===== src/rtl/mdu_pkg.sv =====
// Shared constants for the multiply/divide sequencer: operand width, MIPS funct codes, FSM states.
package mdu_pkg;

    localparam int XLEN  = 32;
    localparam int CNT_W = $clog2(XLEN);

    localparam logic [5:0] FN_MFHI  = 6'b010000;
    localparam logic [5:0] FN_MTHI  = 6'b010001;
    localparam logic [5:0] FN_MFLO  = 6'b010010;
    localparam logic [5:0] FN_MTLO  = 6'b010011;
    localparam logic [5:0] FN_MULT  = 6'b011000;
    localparam logic [5:0] FN_MULTU = 6'b011001;
    localparam logic [5:0] FN_DIV   = 6'b011010;
    localparam logic [5:0] FN_DIVU  = 6'b011011;

    typedef enum logic [1:0] {
        IDLE,
        CALC,
        FIX
    } state_e;

    function automatic logic is_mdu_code(input logic [5:0] op);
        return op inside {FN_MFHI, FN_MTHI, FN_MFLO, FN_MTLO,
                          FN_MULT, FN_MULTU, FN_DIV, FN_DIVU};
    endfunction

endpackage


===== src/rtl/mdu_step.sv =====
// One radix-2 iteration on the {acc, q} pair: LSB-first shift-add multiply or
// MSB-first restoring divide (q collects quotient bits, acc holds the partial remainder).
module mdu_step #(
    parameter int W = 32
) (
    input  logic [2*W-1:0] i_acc_q,
    input  logic [W-1:0]   i_operand,
    input  logic           i_op_is_div,
    output logic [2*W-1:0] o_acc_q
);

    logic [W-1:0] w_acc;
    logic [W-1:0] w_q;
    logic [W:0]   w_sum;
    logic [W:0]   w_trial;
    logic [W-1:0] w_diff;

    assign w_acc = i_acc_q[2*W-1:W];
    assign w_q   = i_acc_q[W-1:0];

    // The partial remainder stays below the divisor, so a W-bit difference is exact
    // whenever the trial subtraction succeeds.
    always_comb begin
        w_sum   = {1'b0, w_acc} + (w_q[0] ? {1'b0, i_operand} : '0);
        w_trial = {w_acc, w_q[W-1]};
        w_diff  = w_trial[W-1:0] - i_operand;
        o_acc_q = {w_sum, w_q[W-1:1]};
        if (i_op_is_div) begin
            if (w_trial >= {1'b0, i_operand}) begin
                o_acc_q = {w_diff, w_q[W-2:0], 1'b1};
            end else begin
                o_acc_q = {w_trial[W-1:0], w_q[W-2:0], 1'b0};
            end
        end
    end

endmodule


===== src/rtl/mult_div_sequencer.sv =====
// Iterative MULT/MULTU/DIV/DIVU unit owning HI/LO; optional macro MDU_DIVZERO_DETECT_EN adds div_zero.
// state | meaning:  IDLE | accepts ops, serves MF/MT  -  CALC | XLEN radix-2 steps  -  FIX | sign fix, write HI/LO
module mult_div_sequencer
    import mdu_pkg::*;
(
    input  logic            clk,
    input  logic            rst_n,
    input  logic            ex_valid,
    input  logic            ex_flush,
    input  logic [5:0]      alu_ctrl_op,
    input  logic [XLEN-1:0] src_a,
    input  logic [XLEN-1:0] src_b,
    output logic [XLEN-1:0] hilo_rdata,
    output logic            mdu_stall,
    output logic            mdu_busy,
    output logic            mdu_done
`ifdef MDU_DIVZERO_DETECT_EN
    ,
    output logic            div_zero
`endif
);

    localparam logic [CNT_W-1:0] CNT_LAST = CNT_W'(XLEN - 1);

    state_e            r_state, w_next_state;
    logic [CNT_W-1:0]  r_cnt;
    logic [2*XLEN-1:0] r_acc_q, w_step_acc_q, w_prod;
    logic [XLEN-1:0]   r_opb, r_hi, r_lo;
    logic [XLEN-1:0]   w_abs_a, w_abs_b, w_quo, w_rem;
    logic              r_is_div, r_neg_q, r_neg_r, r_done;
    logic              w_is_muldiv, w_is_div, w_signed, w_a_neg, w_b_neg;
    logic              w_start, w_mt_ok, w_div_by_zero;

    assign w_is_muldiv = alu_ctrl_op inside {FN_MULT, FN_MULTU, FN_DIV, FN_DIVU};
    assign w_is_div    = (alu_ctrl_op == FN_DIV) || (alu_ctrl_op == FN_DIVU);
    assign w_signed    = (alu_ctrl_op == FN_MULT) || (alu_ctrl_op == FN_DIV);
    assign w_a_neg     = w_signed & src_a[XLEN-1];
    assign w_b_neg     = w_signed & src_b[XLEN-1];
    assign w_abs_a     = w_a_neg ? -src_a : src_a;
    assign w_abs_b     = w_b_neg ? -src_b : src_b;
    assign w_mt_ok     = (r_state == IDLE) & ex_valid & ~ex_flush;
    assign w_start     = w_mt_ok & w_is_muldiv;

`ifdef MDU_DIVZERO_DETECT_EN
    assign w_div_by_zero = w_is_div & (src_b == '0);
`else
    assign w_div_by_zero = 1'b0;
`endif

    assign mdu_busy  = (r_state != IDLE);
    assign mdu_stall = ex_valid & mdu_busy & is_mdu_code(alu_ctrl_op);
    assign mdu_done  = r_done;

    always_comb begin
        hilo_rdata = '0;
        case (alu_ctrl_op)
            FN_MFHI: hilo_rdata = r_hi;
            FN_MFLO: hilo_rdata = r_lo;
            default: hilo_rdata = '0;
        endcase
    end

    mdu_step #(.W(XLEN)) u_step (
        .i_acc_q     (r_acc_q),
        .i_operand   (r_opb),
        .i_op_is_div (r_is_div),
        .o_acc_q     (w_step_acc_q)
    );

    assign w_prod = r_neg_q ? -r_acc_q : r_acc_q;
    assign w_quo  = r_neg_q ? -r_acc_q[XLEN-1:0] : r_acc_q[XLEN-1:0];
    assign w_rem  = r_neg_r ? -r_acc_q[2*XLEN-1:XLEN] : r_acc_q[2*XLEN-1:XLEN];

    always_comb begin
        w_next_state = r_state;
        case (r_state)
            IDLE: if (w_start) w_next_state = w_div_by_zero ? FIX : CALC;
            CALC: begin
                if (ex_flush)              w_next_state = IDLE;
                else if (r_cnt == CNT_LAST) w_next_state = FIX;
            end
            FIX:     w_next_state = IDLE;
            default: w_next_state = IDLE;
        endcase
    end

    always_ff @(posedge clk or negedge rst_n) begin
        if (!rst_n) r_state <= IDLE;
        else        r_state <= w_next_state;
    end

    always_ff @(posedge clk or negedge rst_n) begin
        if (!rst_n) begin
            r_cnt    <= '0;
            r_acc_q  <= '0;
            r_opb    <= '0;
            r_is_div <= 1'b0;
            r_neg_q  <= 1'b0;
            r_neg_r  <= 1'b0;
            r_hi     <= '0;
            r_lo     <= '0;
            r_done   <= 1'b0;
        end else begin
            r_done <= 1'b0;
            case (r_state)
                IDLE: begin
                    if (w_start) begin
                        r_cnt    <= '0;
                        r_is_div <= w_is_div;
                        r_opb    <= w_abs_b;
                        if (w_div_by_zero) begin
                            // Early-out result is final: HI=dividend, LO=all-ones, no sign fix.
                            r_acc_q <= {src_a, {XLEN{1'b1}}};
                            r_neg_q <= 1'b0;
                            r_neg_r <= 1'b0;
                        end else begin
                            r_acc_q <= {{XLEN{1'b0}}, w_abs_a};
                            r_neg_q <= w_a_neg ^ w_b_neg;
                            r_neg_r <= w_a_neg;
                        end
                    end else if (w_mt_ok && alu_ctrl_op == FN_MTHI) begin
                        r_hi <= src_a;
                    end else if (w_mt_ok && alu_ctrl_op == FN_MTLO) begin
                        r_lo <= src_a;
                    end
                end
                CALC: begin
                    if (!ex_flush) begin
                        r_acc_q <= w_step_acc_q;
                        r_cnt   <= r_cnt + CNT_W'(1);
                    end
                end
                FIX: begin
                    if (!ex_flush) begin
                        r_hi   <= r_is_div ? w_rem : w_prod[2*XLEN-1:XLEN];
                        r_lo   <= r_is_div ? w_quo : w_prod[XLEN-1:0];
                        r_done <= 1'b1;
                    end
                end
                default: ;
            endcase
        end
    end

`ifdef MDU_DIVZERO_DETECT_EN
    logic r_dz_op, r_div_zero;

    always_ff @(posedge clk or negedge rst_n) begin
        if (!rst_n) begin
            r_dz_op    <= 1'b0;
            r_div_zero <= 1'b0;
        end else begin
            r_div_zero <= 1'b0;
            if (w_start)                         r_dz_op    <= w_div_by_zero;
            if (r_state == FIX && !ex_flush)     r_div_zero <= r_dz_op;
        end
    end

    assign div_zero = r_div_zero;
`endif

endmodule


===== config.mk =====
export PLATFORM = sky130hd
export DESIGN_NAME = mult_div_sequencer
export DESIGN_NICKNAME = d
export VERILOG_FILES = /design/src/rtl/mdu_pkg.sv /design/src/rtl/mdu_step.sv /design/src/rtl/mult_div_sequencer.sv
export SDC_FILE = /design/constraint.sdc
export NUM_CORES = 1
export LEC_CHECK = 0
export CAP_MARGIN = 10
export CORE_AREA = 2 2 196 198
export CTS_CLUSTER_DIAMETER = 50
export DETAILED_ROUTE_END_ITERATION = 6
export DIE_AREA = 0 0 198 200
export GPL_TIMING_DRIVEN = 0
export SLEW_MARGIN = 20
export SYNTH_ARGS = -nofsm -noshare
export SYNTH_HDL_FRONTEND = slang
export SYNTH_SLANG_ARGS = --single-unit

===== constraint.sdc =====
create_clock -name clk -period 3.88 [get_ports clk]
set_input_delay 0.388 -clock clk [delete_from_list [all_inputs] [get_ports clk]]
set_output_delay 0.388 -clock clk [all_outputs]
set_load 0.03 [all_outputs]

# == Word level (Yosys, flattened, before mapping) ==
# Index checks and enable logic that the tools add are counted.
# totals
latchBits,0
output_inout_bits,35
in_bits,74
reg_bits,171
memories,0
word_cells,94
mem_bits_ro,0
mem_bits_rw,0
# classes
reduce_logical,15
bitwise_logic,9
addsub,8
n_div,0
mux,32
n_mul,0
n_eq_ne,19
n_shift,0
order_cmp,1
# ops
operator,n
32-bit 2-to-1 mux,14
64-bit 2-to-1 mux,5
32-bit case mux with 2 select lines,3
32-bit negator,4
64-bit case mux with 2 select lines,1
64-bit negator,1
"6-bit by 5-bit equality test with 1-bit output, second input constant",8
32-bit by 33-bit adder with 33-bit output,1
33-bit by 32-bit >= comparator with 1-bit output,1
32-bit subtractor,1
5-bit 2-to-1 mux,2
"2-bit inequality test, second input constant",5
5-bit case mux with 2 select lines,1
8-bit nonzero test,1
1-bit AND,7
2-bit 2-to-1 mux,3
2-bit nonzero test,3
"5-bit by 1-bit adder with 5-bit output, second input constant",1
"5-bit equality test, second input constant",1
5-bit AND reduction,1
"2-bit by 1-bit inequality test with 1-bit output, second input constant",2
2-bit case mux with 2 select lines,1
2-bit AND reduction,2
4-bit AND reduction,1
11 further kinds,14

# == Logic depth before layout (Yosys ltp) ==
# depth
ltp_word,8
ltp_mapped,14
mapped_depth_nobuf,13

# == Hierarchy ==
# From an unflattened synthesis, not the netlist that was laid out.
# hier_totals
cells_unflattened,2018
area_unflattened_um2,15528.6
# by_module_without_submodules
module,instances,cells_per_inst,area_each_um2,seq_area_each_um2
mult_div_sequencer,1,1336,10839.1,4279.1
mdu_step,1,682,4689.5,0.0

# == Worst setup path before layout ==
# No wires, ideal clock.
# synth_timing
path_kind,reg-to-reg
startpoint,register r_acc_q[0]
endpoint,register r_acc_q[63]
setup_ps,95
path_slack_ps,557
path_stages_with_launch,15
arrival_time_ps,3227
path_cell_list,dfrtp_1 inv_1 clkbuf_1 nor2_1 ha_1 clkbuf_1 nand2_1 a2111oi_0 o21ai_0 a2111o_1 a41oi_1 o2111ai_1 a21oi_1 a2111oi_0 o31ai_1
# synth_via
elab_chain_cells,5
# synth_lines
element,line_no,source
from (decl),mult_div_sequencer.sv:27,"logic [2*XLEN-1:0] r_acc_q, w_step_acc_q, w_prod;"
from (signal assigned),mult_div_sequencer.sv:113,"r_acc_q <= {src_a, {XLEN{1'b1}}};"
from (signal assigned),mult_div_sequencer.sv:117,"r_acc_q <= {{XLEN{1'b0}}, w_abs_a};"
from (signal assigned),mult_div_sequencer.sv:129,r_acc_q <= w_step_acc_q;
32-bit 2-to-1 mux,mdu_step.sv:24,"w_sum = {1'b0, w_acc} + (w_q[0] ? {1'b0, i_operand} : '0);"
32-bit by 33-bit adder with 33-bit output,mdu_step.sv:24,
64-bit 2-to-1 mux,mdu_step.sv:28,if (i_op_is_div) begin
64-bit 2-to-1 mux,mult_div_sequencer.sv:128,if (!ex_flush) begin
64-bit case mux with 2 select lines,mult_div_sequencer.sv:105,case (r_state)
# Every way passes these cells. The select of a mux whose other input is x is not followed.
# A chain may end at the register's enable or synchronous reset.

# == Worst setup path in the final report ==
# layout_timing
startpoint,register r_acc_q[36]
endpoint,register r_hi[12]
# layout_via
elab_chain_cells,5
word_cells_on_any_way,7
cone_classes,2 x add/sub; 5 x mux
# layout_lines
element,line_no,source
64-bit negator or 32-bit negator (tied branches),"mult_div_sequencer.sv:70, mult_div_sequencer.sv:72",
64-bit 2-to-1 mux or 32-bit 2-to-1 mux (tied branches),"mult_div_sequencer.sv:70, mult_div_sequencer.sv:72",
32-bit 2-to-1 mux (*),mult_div_sequencer.sv:135,r_hi <= r_is_div ? w_rem : w_prod[2*XLEN-1:XLEN];
32-bit 2-to-1 mux (*),mult_div_sequencer.sv:134,if (!ex_flush) begin
32-bit case mux with 2 select lines (*),mult_div_sequencer.sv:105,
to (signal assigned),mult_div_sequencer.sv:122,r_hi <= src_a;
to (signal assigned),mult_div_sequencer.sv:135,
to (decl),mult_div_sequencer.sv:28,"logic [XLEN-1:0] r_opb, r_hi, r_lo;"
# Mark *: on every way between the ends. The rest lies on a longest branch, timed or not. The select of a mux whose other input is x is not followed.

==> summary.txt <==
Worst setup path
  • Most used cell, CP: a21oi_1
  • CP max stage delay: 610 ps
  • FF-to-FF End: r_hi[12]
  • Critical path endpoint category: flip-flop
  • Crit. Startpoint: r_acc_q[36]
  • Worst reg-to-reg path cell count: 9
  • Worst path slowest cell: or4_1
  • CP Data Arrival Time: 4180 ps
  • Critical Path End: r_hi[12]
  • Worst path depth: 9
  • Crit-path cells: or3_1, nor4_2, nand3_1, or4_1, a21oi_1, a21oi_1, xor2_1, mux2i_1, o21ai_0
  • Startpoint Class: flip-flop
  • R2r setup slk: 100 ps
  • Critical path type: reg -> reg
  • RR Startpoint: r_acc_q[36]
  • Crit path max fanout: 9
  • Crit path buffers/inverters: 0
  • Req. time, crit path: 4280 ps
  • Top delay family on crit path: simple AND/OR/NAND/NOR gates

Layout
  • Most common library cell in the layout ignoring fill and taps: nand2_1
  • Share of post-route cells with drive strength above 1: 4.17%
  • Final core occ: 47.6%
  • Layout area overhead: 16.7%
  • ANT cells: 0
  • Commonest non-fill, non-tap cells in the layout: nand2_1, o21ai_0, nor2_1
  • Final #Nets: 2,289
  • Fillers: 3,780

Detailed routing
  • Drt first pass iters: 5
  • Starting DRT DRC Count: 1,303
  • Routed Antenna Nets: 0
  • Vias per std cell: 5.85
  • DR vias: 15,600
  • # DRC: 0
  • Routed wire length: 58,600 µm
  • Detail-routed net length per standard cell: 22.0 µm

Floorplan
  • Die X: 198 µm
  • Number of core rows: 71
  • Initial Util: 40.8%
  • Die area: 39,600 µm²
  • Top Ports: 109
  • Die height: 200 µm
  • Core area: 37,400 µm²

Yosys
  • Yosys Warn Count: 0
  • Avg Inst Size Synth: 7.61 µm²
  • EDFF count, synth: 0
  • Post-synth net total: 2,153
  • Main flop type after synthesis: dfrtp_1
  • Register area share after synthesis: 28.0%
  • Yosys reg bits: 171
  • Post-synth ARST share: 100%
  • Post-Syn Instances: 2,007
  • Yosys cell types: 73
  • Post-Syn Area: 15,300 µm²

CTS
  • Htree depth: 4
  • TritonCTS clock tree: done
  • Reg clk slew, reported paths: 90 ps
  • CTS max path bufs: 2
  • Root Buffer: clkbuf_16
  • CTS buffer count: 17
  • Clk Latency, worst-skew pair: 480 ps
  • # clock sinks: 171

Timing
  • Final slew viol count: 0
  • Skew final: 12.3 ps
  • RSZ-0062 raised after global routing: false
  • Hold Slack: 434 ps
  • Fin crit period: 3780 ps
  • Final Hold Vio Count: 0
  • Relative slew slack: 25.9%
  • # setup viols final: 0
  • Fin crit share: 97.4%
  • Worst slew pin tran: 1110 ps
  • Max Fclk: 265 MHz

Pwr
  • Leak: 7.47 nW
  • Switching Power: 4.20 mW
  • Combinational power share: 51.3%
  • Net Sw Frac: 47.2%
  • VDD IR-drop max: 0.316 mV
  • Clock power frac: 20.5%
  • Seq pwr share: 28.2%
  • P_int: 4.70 mW
  • Power Density: 500 nW/µm²

Global route
  • Pin count of the biggest net entering global routing: 88
  • Antenna violations before repair: 0
  • M2 GR Usage: 51.5%
  • GRT Util Overall: 30.1%
  • Grt ovf: 0
  • Number of global-route vias before repair: 15,100
  • Met3 usage: 5.17%
  • Met1 usage: 36.7%
  • Busiest metal layer after global routing: met2
  • First-pass GRT wire length: 89,800 µm

Run
  • Number of max-cap violations: 0

Worst hold path
  • Critical hold path startpoint: src_a[8]
  • Hold Crit Depth: 3
  • Hold crit path type: in -> reg

Placed design
  • Post-DP HPWL: 46,700 µm
  • I/O Buffers: 105
  • GPL Wtd Cong: 0.972

Outcome
  • Status: completed
[logic make-up after synthesis]
family / share of synthesized area [%]
DFF: 28.0
AOI/OAI and AO/OA: 23.7
muxes: 6.70
xor gates and xnor gates: 9.63
buffers and inverters: 4.79
adders and majority gates: 6.00
and+or+nand+nor: 21.1
[power groups by stage]
| stage | registers [mW] | logic, mW | clock network (mW) |
|---|---|---|---|
| after floorplan | 2.36 | 3.14 | 0 |
| after global placement | 2.53 | 4.32 | 0 |
| after detailed placement | 2.54 | 4.37 | 0 |
| after CTS | 2.50 | 4.42 | 1.83 |
| after global routing | 2.55 | 5.02 | 1.91 |
| final | 2.51 | 4.57 | 1.82 |
[cells in the mapped netlist (28+ instances only)]
cell type | n | area (µm²)
a21o_1 | 32 | 240
a21oi_1 | 96 | 480
clkbuf_1 | 111 | 417
dfrtp_1 | 171 | 4280
ha_1 | 70 | 876
inv_1 | 63 | 236
mux2i_1 | 101 | 1010
nand2_1 | 310 | 1160
nand3_1 | 28 | 140
nor2_1 | 177 | 664
nor3_1 | 30 | 150
o21ai_0 | 285 | 1430
o31ai_1 | 36 | 270
xnor2_1 | 73 | 639
xor2_1 | 93 | 815
[worst min-delay path by stage]
stage	end
floorplan	mdu_done
global placement	r_lo[20]
detailed placement	r_acc_q[8]
CTS	r_lo[8]
global route	r_lo[8]
finish	r_lo[8]
[sequential cells by signal (all words and copies together), names as in the netlist]
signal	count
r_neg_r	1
r_neg_q	1
r_hi	32
mdu_done	1
r_opb	32
r_lo	32
r_state	2
r_cnt	5
r_is_div	1
r_acc_q	64
[area by class of cell]
cell class / instances / area [µm²] / area share (%)
plain buffers: 125 / 500 / 2.81
clock buffers: 17 / 425 / 2.39
clock inverters: 15 / 196 / 1.10
inverters: 63 / 239 / 1.34
multi-input cells: 1646 / 10300 / 58.0
flip-flops and latches: 171 / 4280 / 24.0
well taps: 511 / 639 / 3.59
repair buffers: 119 / 1200 / 6.71
[metrics by stage]
stage	setup slack, ps	setup TNS [ps]	cells	instance area [µm²]	total power, mW
2_1_floorplan	557	0	2007	15300	5.50
3_3_place_gp	-4950	-867360	2623	17000	6.85
3_5_place_dp	-748	-27060	2624	17000	6.90
4_1_cts	20.2	0	2656	17700	8.75
5_1_grt	1.16	0	2667	17800	9.47
6_report	99.6	0	2667	17800	8.90
[metal layers]
layer	part of all wire (%)	up-vias
li1	-	7438
met1	41	7424
met2	47	615
met3	6.1	133
met4	5.5	0
met5	0	-
[what timing repair did]
item / 4_1_cts / 5_1_grt
hold endpoints to repair: 76 / 0
setup endpoints to repair: 52 / 35
pin swaps: 1 / 5
gates resized for setup: 19 / 10
setup buffers: 0 / 12
hold buffers: 1 / 0
cloned: 0 / 0
[worst reg2reg max path: stages, from the launching register on]
cell     delay, ps
dfrtp_1        560
or3_1          490
nor4_2         540
nand3_1        380
or4_1          610
a21oi_1        400
a21oi_1        100
xor2_1         320
mux2i_1        150
o21ai_0        170
Power figures use the tool's default switching activity.
